===== src/rtl/pipe_ctrl_pkg.sv =====
// -----------------------------------------------------------------------------
// pipe_ctrl_pkg
// Shared definitions for the pipeline hazard controller: FSM state encoding,
// the all-zero control word used for bubbles, the hard-wired zero register
// index and the width of the memory-wait counter.
// -----------------------------------------------------------------------------
package pipe_ctrl_pkg;

    // Encoding is visible on state_o, so the values are fixed.
    typedef enum logic [1:0] {
        ST_IDLE    = 2'd0,
        ST_RUN     = 2'd1,
        ST_MEMWAIT = 2'd2,
        ST_ERROR   = 2'd3
    } state_e;

    // Packed control word injected into ID/EX when a bubble is requested.
    localparam logic [31:0] CTRL_ZERO = 32'b0;

    // Register r0 is hard-wired to zero and can never carry a hazard.
    localparam logic [4:0] REG_ZERO = 5'd0;

    // Wide enough for the largest legal MEM_TIMEOUT (255).
    localparam int WAIT_W = 8;

endpackage : pipe_ctrl_pkg


===== src/rtl/load_use_detect.sv =====
// -----------------------------------------------------------------------------
// load_use_detect
// Combinational load-use hazard comparator. Flags a hazard when the
// instruction in EX is a load whose destination (non-zero) matches either
// source register of the instruction in ID.
//
// Ports:
//   idex_memread_i  instruction in EX is a load
//   idex_rt_i       destination register of the load in EX
//   ifid_rs_i       rs field of the instruction in ID
//   ifid_rt_i       rt field of the instruction in ID
//   hazard_o        1 = ID must stall one cycle behind the load
// -----------------------------------------------------------------------------
module load_use_detect
    import pipe_ctrl_pkg::*;
(
    input  logic       idex_memread_i,
    input  logic [4:0] idex_rt_i,
    input  logic [4:0] ifid_rs_i,
    input  logic [4:0] ifid_rt_i,
    output logic       hazard_o
);

    assign hazard_o = idex_memread_i
                   && (idex_rt_i != REG_ZERO)
                   && ((idex_rt_i == ifid_rs_i) || (idex_rt_i == ifid_rt_i));

endmodule : load_use_detect


===== src/rtl/pipeline_hazard_ctrl.sv =====
// -----------------------------------------------------------------------------
// pipeline_hazard_ctrl
// Central stall/flush sequencer for the 5-stage pipeline. Stalls on load-use
// hazards, flushes IF/ID on taken branches, freezes the pipe while data
// memory is busy and falls into a sticky ERROR state if memory never answers.
// All control outputs are Mealy: a stall takes effect in the cycle the
// hazard is seen.
//
// Ports:
//   clk_i, rst_i          clock, synchronous active-high reset
//   start_i               leave IDLE and begin execution
//   IFID_rs_i/IFID_rt_i   source fields of the instruction in ID
//   IDEX_MemRead_i        instruction in EX is a load
//   IDEX_rt_i             destination of the instruction in EX
//   Branch_taken_i        branch in ID resolved taken
//   Dmem_req_i/ack_i      data-memory access / completion in MEM
//   PC_write_o            PC update enable
//   IFID_write_o          IF/ID write enable
//   IFID_flush_o          clear IF/ID to NOP
//   IDEX_bubble_o         force ID/EX control word to zero
//   EXMEM_hold_o          hold EX/MEM and ID/EX
//   MEMWB_bubble_o        zero control word into MEM/WB
//   state_o               registered FSM state
//   stall_count_o         saturating count of stalled cycles
//   error_o               sticky memory-timeout flag
// -----------------------------------------------------------------------------
module pipeline_hazard_ctrl
    import pipe_ctrl_pkg::*;
#(
    parameter int MEM_TIMEOUT = 15,
    parameter int CNT_W       = 16
) (
    input  logic             clk_i,
    input  logic             rst_i,
    input  logic             start_i,
    input  logic [4:0]       IFID_rs_i,
    input  logic [4:0]       IFID_rt_i,
    input  logic             IDEX_MemRead_i,
    input  logic [4:0]       IDEX_rt_i,
    input  logic             Branch_taken_i,
    input  logic             Dmem_req_i,
    input  logic             Dmem_ack_i,
    output logic             PC_write_o,
    output logic             IFID_write_o,
    output logic             IFID_flush_o,
    output logic             IDEX_bubble_o,
    output logic             EXMEM_hold_o,
    output logic             MEMWB_bubble_o,
    output logic [1:0]       state_o,
    output logic [CNT_W-1:0] stall_count_o,
    output logic             error_o
);

    localparam logic [WAIT_W-1:0] TIMEOUT_VAL = WAIT_W'(MEM_TIMEOUT);
    localparam logic [CNT_W-1:0]  CNT_MAX     = {CNT_W{1'b1}};

    state_e            state_q, state_d;
    logic [WAIT_W-1:0] wait_q,  wait_d;
    logic [CNT_W-1:0]  stall_q, stall_d;
    logic              load_use;
    logic              mem_stall;

    load_use_detect u_load_use_detect (
        .idex_memread_i (IDEX_MemRead_i),
        .idex_rt_i      (IDEX_rt_i),
        .ifid_rs_i      (IFID_rs_i),
        .ifid_rt_i      (IFID_rt_i),
        .hazard_o       (load_use)
    );

    // An access that completes in the same cycle it is issued is not a stall.
    assign mem_stall = Dmem_req_i && !Dmem_ack_i;

    // Next-state and Mealy outputs.
    always_comb begin
        // NOTE: every output and next-state signal gets a default first so no
        // path through the case leaves one unassigned (which would infer a latch).
        state_d        = state_q;
        wait_d         = wait_q;
        PC_write_o     = 1'b0;
        IFID_write_o   = 1'b0;
        IFID_flush_o   = 1'b0;
        IDEX_bubble_o  = 1'b0;
        EXMEM_hold_o   = 1'b0;
        MEMWB_bubble_o = 1'b0;
        error_o        = 1'b0;

        unique case (state_q)
            ST_IDLE: begin
                if (start_i) state_d = ST_RUN;
            end

            ST_RUN: begin
                PC_write_o   = 1'b1;
                IFID_write_o = 1'b1;
                // Priority order: memory freeze, load-use, branch flush.
                // A branch under a stall is not flushed because ID will
                // re-resolve it once the stall clears.
                if (mem_stall) begin
                    PC_write_o     = 1'b0;
                    IFID_write_o   = 1'b0;
                    EXMEM_hold_o   = 1'b1;
                    MEMWB_bubble_o = 1'b1;
                    state_d        = ST_MEMWAIT;
                    wait_d         = WAIT_W'(1);
                end else if (load_use) begin
                    PC_write_o    = 1'b0;
                    IFID_write_o  = 1'b0;
                    IDEX_bubble_o = 1'b1;
                end else if (Branch_taken_i) begin
                    IFID_flush_o = 1'b1;
                end
            end

            ST_MEMWAIT: begin
                EXMEM_hold_o   = 1'b1;
                MEMWB_bubble_o = 1'b1;
                // The ack cycle itself stays frozen; MEM/WB captures the
                // returned data on the next edge. Ack wins over timeout.
                if (Dmem_ack_i) begin
                    state_d = ST_RUN;
                    wait_d  = '0;
                end else if (wait_q == TIMEOUT_VAL) begin
                    state_d = ST_ERROR;
                end else begin
                    wait_d = wait_q + WAIT_W'(1);
                end
            end

            ST_ERROR: begin
                EXMEM_hold_o   = 1'b1;
                MEMWB_bubble_o = 1'b1;
                error_o        = 1'b1;
            end

            default: state_d = ST_IDLE;
        endcase
    end

    // Stalled cycles are counted only while the pipe is meant to be running.
    always_comb begin
        stall_d = stall_q;
        if ((state_q == ST_RUN || state_q == ST_MEMWAIT) && !PC_write_o
            && (stall_q != CNT_MAX)) begin
            stall_d = stall_q + CNT_W'(1);
        end
    end

    // NOTE: sequential state uses non-blocking assignments so every register
    // samples the pre-edge values regardless of statement order.
    always_ff @(posedge clk_i) begin
        if (rst_i) begin
            state_q <= ST_IDLE;
            wait_q  <= '0;
            stall_q <= '0;
        end else begin
            state_q <= state_d;
            wait_q  <= wait_d;
            stall_q <= stall_d;
        end
    end

    assign state_o       = state_q;
    assign stall_count_o = stall_q;

endmodule : pipeline_hazard_ctrl


===== config.mk =====
export PLATFORM = sky130hd
export DESIGN_NAME = pipeline_hazard_ctrl
export DESIGN_NICKNAME = d
export VERILOG_FILES = /design/src/rtl/pipe_ctrl_pkg.sv /design/src/rtl/load_use_detect.sv /design/src/rtl/pipeline_hazard_ctrl.sv
export SDC_FILE = /design/constraint.sdc
export NUM_CORES = 1
export LEC_CHECK = 0
export ABC_AREA = 1
export CAP_MARGIN = 20
export CORE_MARGIN = 5
export CORE_UTILIZATION = 49
export CTS_CLUSTER_DIAMETER = 200
export DETAILED_ROUTE_END_ITERATION = 10
export GPL_TIMING_DRIVEN = 0
export PLACE_DENSITY = 0.83
export SYNTH_ARGS = -nofsm -noshare
export SYNTH_HDL_FRONTEND = slang
export SYNTH_HIERARCHICAL = 1
export SYNTH_SLANG_ARGS = --single-unit

===== constraint.sdc =====
create_clock -name clk_i -period 2.03 [get_ports clk_i]
set_input_delay 0.406 -clock clk_i [delete_from_list [all_inputs] [get_ports clk_i]]
set_output_delay 0.406 -clock clk_i [all_outputs]
set_load 0.01 [all_outputs]

==> impl_metrics.tcl <==
set metrics [dict create \
    run_status "complete, no violations" \
    cts-buffers-inserted 3 \
    fin_nets 388 \
    grt_pass1_wl_um 8000 \
    critical_path.startpoint_type "input port" \
    worstMarginPinSlew_ns 0.549 \
    timing_hold_violations_final 0 \
    vias_per_cell 4.96 \
    grt_pass1_vias 1801 \
    h-tree-depth 1 \
    postLayoutCoreUtil_pct 66.8 \
    grt_met3_usage_pct 2.52 \
    timing.hold.worst.start "wait_q[1]" \
    max_freq_mhz 514 \
    critical_path.reg2reg.endpoint "stall_count_o[1]" \
    timing.rr.start "stall_count_o[0]" \
    clk_pin_slew_worst_paths_ns 0.10 \
    chipWidth_um 71.4 \
    dr.pass1.iters 4 \
    leakagePower_uw 0.00104 \
    critical_path_required_ns 1.62 \
    critPathArrivalTime_ns 1.54 \
    pin_count_of_the_biggest_net_entering_global_routing 16 \
    route.final.wire_length_um 4730 \
    area_delta_synth_final_pct 32.7 \
    placedInstanceArea_um2 2350 \
    yosysWarnings 6 \
    wire_per_inst_um 11.7 \
    synthesized_area_fraction_occupied_by_adder_cells_pct 4.75 \
    synth_nets 333 \
    synth-seq-cells 26 \
    vias 2014 \
    synthSimpleGateAreaFrac_pct 38.9 \
    post_route_fraction_of_the_period_consumed_by_the_critical_path_pct 95.9 \
    final_area_um2 2450 \
    synth_top_family_by_area "simple AND/OR/NAND/NOR gates" \
    synth.cell_area_um2 1840 \
    regToRegSetupSlack_ns 0.24 \
    post_synth_num_cell_types 22 \
    max_slew_margin_pct 63.4 \
    worstSkewPairLatency_ns 0.27 \
    met1_layer_usage_reported_by_global_route_pct 24.9 \
    hold_path_end "wait_q[1]" \
    grt_setup_unrepaired "true" \
    global_route.usage.met2_pct 31.9 \
    globalplace.congestion 0.881 \
    multi_input_logic_area_um2 1150 \
    syn_avg_cell_area_um2 6.07 \
    fin_skew_ns 0.0130 \
    xor_xnor_portion_of_the_synthesized_cell_area_pct 5.22 \
    drv_cap 0 \
    cts_root_buf "clkbuf_8" \
    grt_usage_pct 19.0 \
    ctsLongestPathBuffers 2 \
    grt_overflow_total 0 \
    final.setup.worst_slack_ns 0.0827 \
    start_util_pct 50.4 \
    postSynthCellCount 304 \
    cts.sink_count 26 \
    finalMaxSlewViolations 0 \
    postRouteAntennaNets 0 \
    rows 22 \
    num-fill-cells 332 \
    antennaDiodeCount 0 \
    die_y_um 71.4 \
    cts_tree "built" \
    num_io_pins 47 \
    detail_route.drc_violations 0 \
    register_area_um2 524 \
    timing.critical_path.fanout_max 4 \
    hold_path_depth 2 \
    detailedRoute.firstIterationViolations 125 \
    worstRegToRegCells 9 \
    min_path_type "reg -> reg" \
    port_buffers 45 \
    synth.area.mux_share_pct 0 \
    synth-seq-area-share_pct 28.2 \
    grt_antenna_before_repair 0 \
    vdd_ir_drop_max_mv 0.378 \
    setup_viol_count_final 0 \
    finalWorstPathRequiredPeriod_ns 1.95 \
    dp_hpwl_um 3530 \
    powerDensity_nw_per_um2 574 \
    synth_compound_gate_area_share_pct 11.5 \
    fp.dieArea_um2 5090 \
    grt_most_used_layer "met2" \
    endpoint_kind "output port" \
    share_of_final_layout_standard_cells_stronger_than_drive_strength_1_pct 13.7 \
    critical_path_class "in -> out" \
    design.core.area_um2 3660 \
    dp_worst_setup_slack_ns -0.663 \
]
critical path, stage by stage:
cell,delay (ns)
clkdlybuf4s50_1,0.48
nor2_1,0.13
nand2_1,0.07
a21oi_2,0.16
dlygate4sd2_1,0.29
report_power, final:
part	leakage, uW	internal, uW	switching, uW
Sequential	0.000211	531	27.8
Clock	0.0000357	264	166
Combinational	0.000798	185	231
Total	0.00104	980	425
synthesized netlist by cell type:
master | number | area [um^2]
a21oi_1 | 22 | 110
buf_6 | 2 | 22.5
nand4_1 | 8 | 50.1
o21ai_2 | 1 | 8.76
o21a_1 | 1 | 7.51
o21ai_0 | 10 | 50.1
dfxtp_1 | 26 | 521
ha_1 | 7 | 87.6
clkbuf_1 | 2 | 7.51
inv_1 | 40 | 150
nand3_1 | 19 | 95.1
inv_2 | 4 | 15.0
nor2_1 | 40 | 150
buf_4 | 2 | 15.0
xor2_1 | 5 | 43.8
nor2_2 | 2 | 12.5
xnor2_1 | 6 | 52.6
nand2_1 | 97 | 364
a21oi_2 | 4 | 35.0
nand3b_1 | 3 | 22.5
nor2_4 | 1 | 11.3
nand2_2 | 2 | 12.5
cell usage in the layout, fill, tap and decap left out, types with 2 or more instances in the layout:
cell	count
o21ai_0	9
nand2_1	96
inv_1	35
ha_1	6
buf_6	2
xnor2_1	6
a21oi_2	5
dfxtp_1	25
clkbuf_2	6
clkbuf_1	2
nor2_2	4
nand4_1	8
clkbuf_8	3
buf_4	7
buf_2	4
a21oi_1	21
nand3b_1	3
nor2_1	38
clkdlybuf4s50_1	24
dlygate4sd2_1	9
inv_2	9
xor2_1	5
dlymetal6s2s_1	2
nand2_2	3
nand3_1	18
registers in the layout, indices dropped and copies added (netlist names):
name and count:
stall_count_o 16, state_o 2, wait_q 8
routing by layer:
metal / routed length (um) / part of all wire, % / vias to the layer above
li1: - / - / 1062
met1: 2120 / 45 / 900
met2: 2360 / 50 / 42
met3: 160 / 3.4 / 10
met4: 97 / 2.1 / 0
met5: 0 / 0 / -
per-stage QoR:
stage / total power (uW) / TNS, ns / instances / hold slack, ns
floorplan: 788 / 0 / 304 / 0.451
global placement: 936 / -8.30 / 397 / 0.470
detailed placement: 947 / -8.88 / 397 / 0.477
CTS: 1380 / -0.0686 / 402 / 0.493
global route: 1480 / -0.0158 / 406 / 0.515
finish: 1400 / 0 / 406 / 0.494
cell type report:
type	instances	share of cell area, %
tap	48	2.45
timing repair buffer	50	17.6
multi-input combinational	228	47.0
inverter	44	6.75
sequential	26	21.4
buffer	6	1.84
clock inverter	1	1.23
clock buffer	3	1.69
worst max path at each step:
stage / startpoint / endpoint / cells past startpoint
global route: IFID_rs_i[1] / PC_write_o / 11
CTS: IFID_rt_i[3] / PC_write_o / 9
floorplan: IFID_rs_i[2] / stall_count_o[3] / 13
detailed placement: IDEX_rt_i[4] / PC_write_o / 12
global placement: IDEX_rt_i[1] / PC_write_o / 12
finish: Dmem_ack_i / EXMEM_hold_o / 5
cell families (layout without fill, tap and decap cells):
group,count (synthesis),in the layout
simple gates,172,172
buf+inv,50,104
compound gates,38,38
flops,26,26
xor+xnor,11,11
fa+ha+maj,7,7
what timing repair did:
| item | in CTS | in global routing |
|---|---|---|
| setup endpoints to repair | 22 | 25 |
| hold buffers | 0 | 0 |
| pin swaps | 8 | 7 |
| endpoints found under the hold margin | 0 | 0 |
| resized for setup | 39 | 22 |
| setup buffers | 1 | 4 |
Note: power is estimated with default switching activity, not from simulation.
